### config.mk
export PLATFORM = sky130hd
export DESIGN_NAME = truth_table_sweeper
export DESIGN_NICKNAME = d
export VERILOG_FILES = /design/src/rtl/truth_table_sweeper.sv
export SDC_FILE = /design/constraint.sdc
export NUM_CORES = 1
export LEC_CHECK = 0
export CAP_MARGIN = 20
export CORE_MARGIN = 1
export CORE_UTILIZATION = 30
export DETAILED_ROUTE_END_ITERATION = 6
export GPL_ROUTABILITY_DRIVEN = 0
export GPL_TIMING_DRIVEN = 0
export PLACE_DENSITY = 0.53
export SLEW_MARGIN = 20
export SYNTH_ARGS = -nofsm -noshare
export SYNTH_HDL_FRONTEND = slang
export SYNTH_SLANG_ARGS = --single-unit
### constraint.sdc
create_clock -name clk -period 2.62 [get_ports clk]
set_clock_uncertainty 0.1 [all_clocks]
set_input_delay 0.393 -clock clk [delete_from_list [all_inputs] [get_ports clk]]
set_output_delay 0.393 -clock clk [all_outputs]
set_load 0.005 [all_outputs]
### src/rtl/truth_table_sweeper.sv
// Truth-table sweeper: steps {a,b,c} through all eight vectors, waits for the
// block under test to settle, samples y into a table and compares it against a golden table.
module truth_table_sweeper #(
  parameter int unsigned SETTLE_CYCLES = 1
) (
  input  logic       clk,
  input  logic       reset,
  input  logic       start,
  input  logic       abort,
  input  logic       ack,
  input  logic [7:0] expected,
  input  logic       y,
  output logic       a,
  output logic       b,
  output logic       c,
  output logic       busy,
  output logic       done,
  output logic [7:0] table_out,
  output logic [7:0] mismatch_mask,
  output logic       mismatch
);

  typedef enum logic [1:0] {IDLE, SETTLE, SAMPLE, DONE} state_t;

  localparam logic [3:0] CNT_LOAD = 4'(SETTLE_CYCLES - 1);

  state_t     state_q, state_d;
  logic [2:0] idx_q, idx_d;
  logic [3:0] cnt_q, cnt_d;
  logic [7:0] exp_q, exp_d;
  logic [7:0] table_q, table_d;
  logic       busy_q, busy_d;
  logic       done_q, done_d;
  logic [7:0] mask_q, mask_d;
  logic       mm_q, mm_d;

  always_comb begin
    state_d = state_q;
    idx_d   = idx_q;
    cnt_d   = cnt_q;
    exp_d   = exp_q;
    table_d = table_q;
    unique case (state_q)
      IDLE: begin
        if (start) begin
          exp_d   = expected;
          table_d = '0;
          idx_d   = '0;
          cnt_d   = CNT_LOAD;
          state_d = SETTLE;
        end
      end
      SETTLE: begin
        if (abort) begin
          state_d = IDLE;
          table_d = '0;
          idx_d   = '0;
        end else if (cnt_q == 4'd0) begin
          state_d = SAMPLE;
        end else begin
          cnt_d = cnt_q - 4'd1;
        end
      end
      SAMPLE: begin
        // Abort wins over the sample write and the index advance.
        if (abort) begin
          state_d = IDLE;
          table_d = '0;
          idx_d   = '0;
        end else begin
          table_d[idx_q] = y;
          if (idx_q == 3'd7) begin
            state_d = DONE;
          end else begin
            idx_d   = idx_q + 3'd1;
            cnt_d   = CNT_LOAD;
            state_d = SETTLE;
          end
        end
      end
      DONE: begin
        if (ack) begin
          state_d = IDLE;
          idx_d   = '0;
        end
      end
      default: state_d = IDLE;
    endcase

    busy_d = (state_d == SETTLE) || (state_d == SAMPLE);
    done_d = (state_d == DONE);
    mask_d = done_d ? (table_d ^ exp_d) : '0;
    mm_d   = |mask_d;
  end

  always_ff @(posedge clk) begin
    if (reset) begin
      state_q <= IDLE;
      idx_q   <= '0;
      cnt_q   <= '0;
      exp_q   <= '0;
      table_q <= '0;
      busy_q  <= 1'b0;
      done_q  <= 1'b0;
      mask_q  <= '0;
      mm_q    <= 1'b0;
    end else begin
      state_q <= state_d;
      idx_q   <= idx_d;
      cnt_q   <= cnt_d;
      exp_q   <= exp_d;
      table_q <= table_d;
      busy_q  <= busy_d;
      done_q  <= done_d;
      mask_q  <= mask_d;
      mm_q    <= mm_d;
    end
  end

  // idx rests at 0 in IDLE and at 7 in DONE, so it doubles as the stimulus register.
  assign a             = idx_q[2];
  assign b             = idx_q[1];
  assign c             = idx_q[0];
  assign busy          = busy_q;
  assign done          = done_q;
  assign table_out     = table_q;
  assign mismatch_mask = mask_q;
  assign mismatch      = mm_q;

endmodule

Word-level counts from Yosys, hierarchy flattened
Index checks and enable logic that the tools add are counted.

operators by class
  mux-type cells = 29
  equality and inequality tests = 15
  order comparisons = 2
  reductions and logical operators = 8
  $add $sub $neg = 2
  bitwise logic cells = 1

operator list
  kind                                                               number
  2-to-1 mux 8 bit                                                   6
  case mux 8 bit (3 select lines)                                    1
  2-to-1 mux 4 bit                                                   5
  2-to-1 mux 3 bit                                                   5
  != test 2 bit, second input constant                               7
  2-to-1 mux 2 bit                                                   6
  case mux 3 bit (4 select lines)                                    1
  case mux 4 bit (3 select lines)                                    1
  bitwise mux 8 bit                                                  1
  == test 2 bit, second input constant                               4
  case mux 2 bit (4 select lines)                                    1
  OR reduction 8 bit                                                 1
  bitwise XOR 8 bit                                                  1
  AND reduction 6 bit                                                1
  == test 2 x 1 -> 1 bit, second input constant                      2
  logical NOT 4 bit                                                  1
  < comparator 3 x 4 -> 1 bit, second input constant                 1
  AND reduction 4 bit                                                1
  subtractor 4 x 1 -> 4 bit, second input constant                   1
  adder 3 x 1 -> 3 bit, second input constant                        1
  demux 1 bit (select 3 bit)                                         1
  == test 3 bit, second input constant                               1
  greater-or-equal comparator 3 x 1 -> 1 bit, second input constant  1
  != test 3 bit, second input constant                               1
  other kinds (5)                                                    5

word-level totals
  output and inout port bits = 22
  logic and storage cells = 66
  bits of input ports = 14
  bits in registers = 36

Depth between registers and ports, before layout
Gate-level depths: netlist (run 1).

  depth after elaboration = 10
  depth in mapped cells = 9
  depth with buffers taken out = 9

Worst setup path before layout (run 1)
No wires, ideal clock.

  path kind = register to register
  start = reg cnt_q[0]
  end = reg mm_q (netlist: mismatch)
  library setup time = 81 ps
  stages on the path, launching flop included = 9
  arrival = 1904 ps
  period minus slack after synthesis = 2084 ps
  path buffers = 0
  data required time = 2439 ps
  slack = 536 ps
  cells stage by stage = dfxtp_1 -> inv_1 -> ha_1 -> or3b_2 -> o21ai_0 -> a22o_1 -> ha_1 -> a21bo_2 -> a41oi_1

on the way
  cells in the longest elaborated chain, start to end = 7

RTL lines
  element                          RTL line  text
  start: declaration               29        logic [3:0] cnt_q, cnt_d;
  start signal: assignment         110       cnt_q <= cnt_d;
  logical NOT 4 bit                58        end else if (cnt_q == 4'd0) begin
  2-to-1 mux 2 bit                 58
  2-to-1 mux 2 bit                 54        if (abort) begin
  case mux 2 bit (4 select lines)  43        unique case (state_q)
  named net state_d[1]             27        state_t state_q, state_d;
  == test 2 bit                    91        done_d = (state_d == DONE);
  named net done_d                 33        logic done_q, done_d;
  2-to-1 mux 8 bit                 92        mask_d = done_d ? (table_d ^ exp_d) : '0;
  OR reduction 8 bit               93        mm_d = |mask_d;
  end signal: assignment           116       mm_q <= mm_d;
  end: declaration                 35        logic mm_q, mm_d;

The timed path passes the listed nets, and every way through them passes these cells.
A chain may end at the register's enable or synchronous reset.

Final worst setup path (run 1)
  start = in abort
  end = reg mm_q (netlist: mismatch)

on the way
  cells in the longest elaborated chain, start to end = 5
  elaborated cells between the ends (all ways) = 10
  classes of those cells = 1 x eq/ne; 7 x mux; 1 x bitwise; 1 x reduce/logical

RTL lines
  element                                                                                    RTL line  text
  start: declaration                                                                         9         input logic abort,
  2-to-1 mux 2 bit (tied with other cells)                                                   66        if (abort) begin
  case mux 2 bit (4 select lines) / case mux 8 bit (3 select lines) (equally long branches)  43
  == test 2 bit / bitwise XOR 8 bit (equally long branches)                                  91, 92
  2-to-1 mux 8 bit (*)                                                                       92
  OR reduction 8 bit (*)                                                                     93

Every way passes the cells marked *; elsewhere a longest branch is shown, timed or not.

==> metrics, run 1 <==
cts hold-fix bufs=0; DP Wirelength=2650 um; ys async rst share=0%; router iterations before antenna repair=4; syn_nets=between 150 and 200; vias in the first global route=roughly 1300; die height=~77 um; die area=0.00590 sq mm; Syn Inst Count=roughly 180; clk root buf=clkbuf_8; Critical R2R Capture=mismatch$_SDFF_PP0_; Routed WL per cell=~13 um; clk sink count=36; Main synth FF type=dfxtp_1; Slowest cell on crit path=clkdlybuf4s50_1; drt drc=0; setup slack, reg-to-reg=~290 ps; Starting Density=32.0%; Max Cap Violations=0; WP data required=2680 ps; placed cell areas=about 0.0021 sq mm; FF-to-FF path depth=8; Setup Buffers After CTS=0; ratio of cells with drive above 1 in the final layout=roughly 11%; Final nets=roughly 240; Core Footprint=~0.0052 sq mm; Clock H-tree levels=2; Hold Crit Class=reg -> reg; Setup TNS Final=0 ps; period utilization=between 80% and 90%; Syn. warnings=0; worst slew pin tran=538 ps; CTS Buffer Depth=2; drt total wl=3730 um; Period minus WS final=approximately 2300 ps; Leak=about 0.85 nW; Yosys cell types=45; unrepaired setup endpoints after global routing=false; WS Path Type=in -> reg; # rows=26; pin count of the biggest net entering global routing=13; Inst Count DP=approximately 280; Seq/Total Area, Yosys=between 40% and 50%; fmax=between 0.4 and 0.5 GHz; diode count=0; Non-Filler Instances=between 200 and 300; Synth Register Bits=36; CP endpoint=mismatch$_SDFF_PP0_; final number of max-transition violations=0; GR Overflow Total=0; Peak supply drop=between 0.0002 and 0.00025 V; critical path fanouts, max=8; Vias/cell=4.58; status=finished clean; Buffers on Ports=35; Hold Violations, Final=0; P&R area growth vs syn=31.3%; Finished Cell Area=0.00220 sq mm; Final Util=between 40% and 50%; Die X=76.8 um; final setup violation count=0; antenna viol nets, final=0; GRT Util Overall=about 14%; crit path launch type=input port; drt first-iter violations=between 50 and 60; Mapped Avg Cell Area=approximately 9.4 sq um; clk_lat worst skew=around 290 ps; CP endpoint kind=flip-flop; Rel. slew slack=64.2%; Clk pin slew, worst setup/hold paths=80 ps; Post-Syn Area=between 0.0015 and 0.002 sq mm; initial antenna violation count=0; FILL cells=about 540; crit path cell chain=clkdlybuf4s50_1 > or3b_1 > buf_2 > o22ai_2 > a32oi_1 > xor2_1 > o41ai_2 > a41oi_1; biggest cell delay along the critical path=between 500 and 600 ps; RR Startpoint=cnt_q[0]$_SDFFE_PP0P_; TritonCTS buffer count=5; number of synthesized flops with an enable pin=0; Critical Path AT=~2400 ps; Worst Setup SP=abort; Ports=36; Vias=around 1300; first-pass GRT wire length=between 6000 and 7000 um; Pwr Density=approximately 550 mW/mm^2; post-cts gate resize count=0; TritonCTS clock tree=done
cell usage after synthesis (4+ instances only):
library cell	instances	area (sq um)
nor3b_1	6	45.0
inv_1	4	15.0
nand2_1	7	26.3
mux2i_1	9	90.1
nand3_1	4	20.0
o22ai_1	6	37.5
dfxtp_1	36	721
nor2b_1	4	25.0
a21oi_1	6	30.0
ha_1	4	50.1
clkbuf_1	5	18.8
xor2_1	8	70.1
and2_1	4	25.0
nor2_1	28	105
logic make-up (layout without fill, tap and decap cells):
kind of cell / Yosys count / count (layout) / synth area share [%]
simple gates: 74 / 74 / 25.4
compound gates: 29 / 29 / 12.9
xor+xnor: 11 / 11 / 5.74
flops: 36 / 36 / 43.0
fa+ha+maj: 4 / 4 / 2.98
buf+inv: 15 / 58 / 4.70
mux: 9 / 9 / 5.37
where the power goes:
part | switching [W] | internal, W | leakage, nW
Clock | 0.000211 | 0.000185 | 0.0479
Combinational | 0.000117 | 0.000112 | 0.505
Sequential | 0.0000119 | 0.000573 | 0.292
cells in the final DEF (no fill, tap or decap), types with 2 or more instances in the layout:
master / instances
dfxtp_1: 36
clkdlybuf4s50_1: 35
nor2_1: 28
mux2i_1: 9
xor2_1: 8
nand2_1: 7
nor3b_1: 6
a21oi_1: 6
o22ai_1: 6
clkbuf_1: 5
clkbuf_8: 5
inv_1: 4
nand3_1: 4
nor2b_1: 4
and2_1: 4
ha_1: 4
nand2b_1: 3
nand3b_1: 3
xnor2_1: 3
and3b_1: 3
a32oi_1: 3
buf_6: 2
or3b_2: 2
a31oi_1: 2
buf_2: 2
a21boi_1: 2
nor3_1: 2
clkinv_2: 2
how the worst min path moves through the flow:
stage,cells past startpoint,slack [ps],start,endpoint
after floorplan,2,370,cnt_q[3]$_SDFFE_PP0P_,cnt_q[3]$_SDFFE_PP0P_
after global placement,2,390,exp_q[0]$_SDFF_PP0_,exp_q[0]$_SDFF_PP0_
after detailed placement,2,400,exp_q[0]$_SDFF_PP0_,exp_q[0]$_SDFF_PP0_
after CTS,2,420,exp_q[0]$_SDFF_PP0_,exp_q[0]$_SDFF_PP0_
after global routing,2,440,exp_q[3]$_SDFF_PP0_,exp_q[3]$_SDFF_PP0_
final,2,410,exp_q[0]$_SDFF_PP0_,exp_q[0]$_SDFF_PP0_
stage by stage:
step,power [W],setup WS [ps],hold WS [ps]
3_5_place_dp,0.000825,-42.3,397
2_1_floorplan,0.000754,536,371
5_1_grt,0.00128,113,441
3_3_place_gp,0.000824,-62.1,385
4_1_cts,0.00123,272,415
6_report,0.00121,280,410
flip-flops by register name, summed over array words and instances (netlist names):
name	count
cnt_q	4
exp_q	8
state_q	2
mismatch	1
mismatch_mask	8
table_out	8
busy	1
done	1
idx_q	3
layer usage:
| layer | part of all wire, % | vias to the layer above | GRT usage, % |
|---|---|---|---|
| met5 | 0 | - | 0 |
| met4 | 1.4 | 0 | 5.19 |
| met3 | 4.5 | 5 | 4.40 |
| met2 | 42 | 30 | 20.2 |
| met1 | 52 | 602 | 20.1 |
| li1 | - | 696 | - |
worst max-delay path, delay by kind of cell:
kind / cells / cell delay [ps]
XOR/XNOR: 1 / 230
AO/OA/AOI/OAI: 4 / 670
AND/OR/NAND/NOR: 1 / 380
buffers and inverters: 2 / 710
area by class of cell:
| cell class | instances | area, sq um | share of cell area, % |
|---|---|---|---|
| buffer | 11 | 63.8 | 2.90 |
| clock buffer | 5 | 68.8 | 3.12 |
| clock inverter | 3 | 18.8 | 0.852 |
| inverter | 4 | 15.0 | 0.681 |
| multi-input combinational | 127 | 878 | 39.9 |
| sequential | 36 | 721 | 32.7 |
| tap | 70 | 87.6 | 3.98 |
| timing repair buffer | 35 | 350 | 15.9 |
Power figures use the tool's default switching activity.
==> run 2, diff against run 1 <==
==> constraint.sdc (replaced) <==
create_clock -name clk -period 2.62 [get_ports clk]
set_clock_uncertainty 0.1 [all_clocks]
set_input_delay 0.393 -clock clk [delete_from_list [all_inputs] [get_ports clk]]
set_output_delay 0.393 -clock clk [all_outputs]
set_load 0.01 [all_outputs]
==> results of run 2 <==
Same layout as run 1 (identical final DEF). Status: finished clean.
==> run 3, diff against run 2 <==
--- a/config.mk
+++ b/config.mk
@@ -5,6 +5,7 @@
 export SDC_FILE = /design/constraint.sdc
 export NUM_CORES = 1
 export LEC_CHECK = 0
+export ABC_AREA = 0
 export CAP_MARGIN = 20
 export CORE_MARGIN = 1
 export CORE_UTILIZATION = 30
==> results of run 3 <==
Same layout as run 1 (identical final DEF). Status: finished clean.
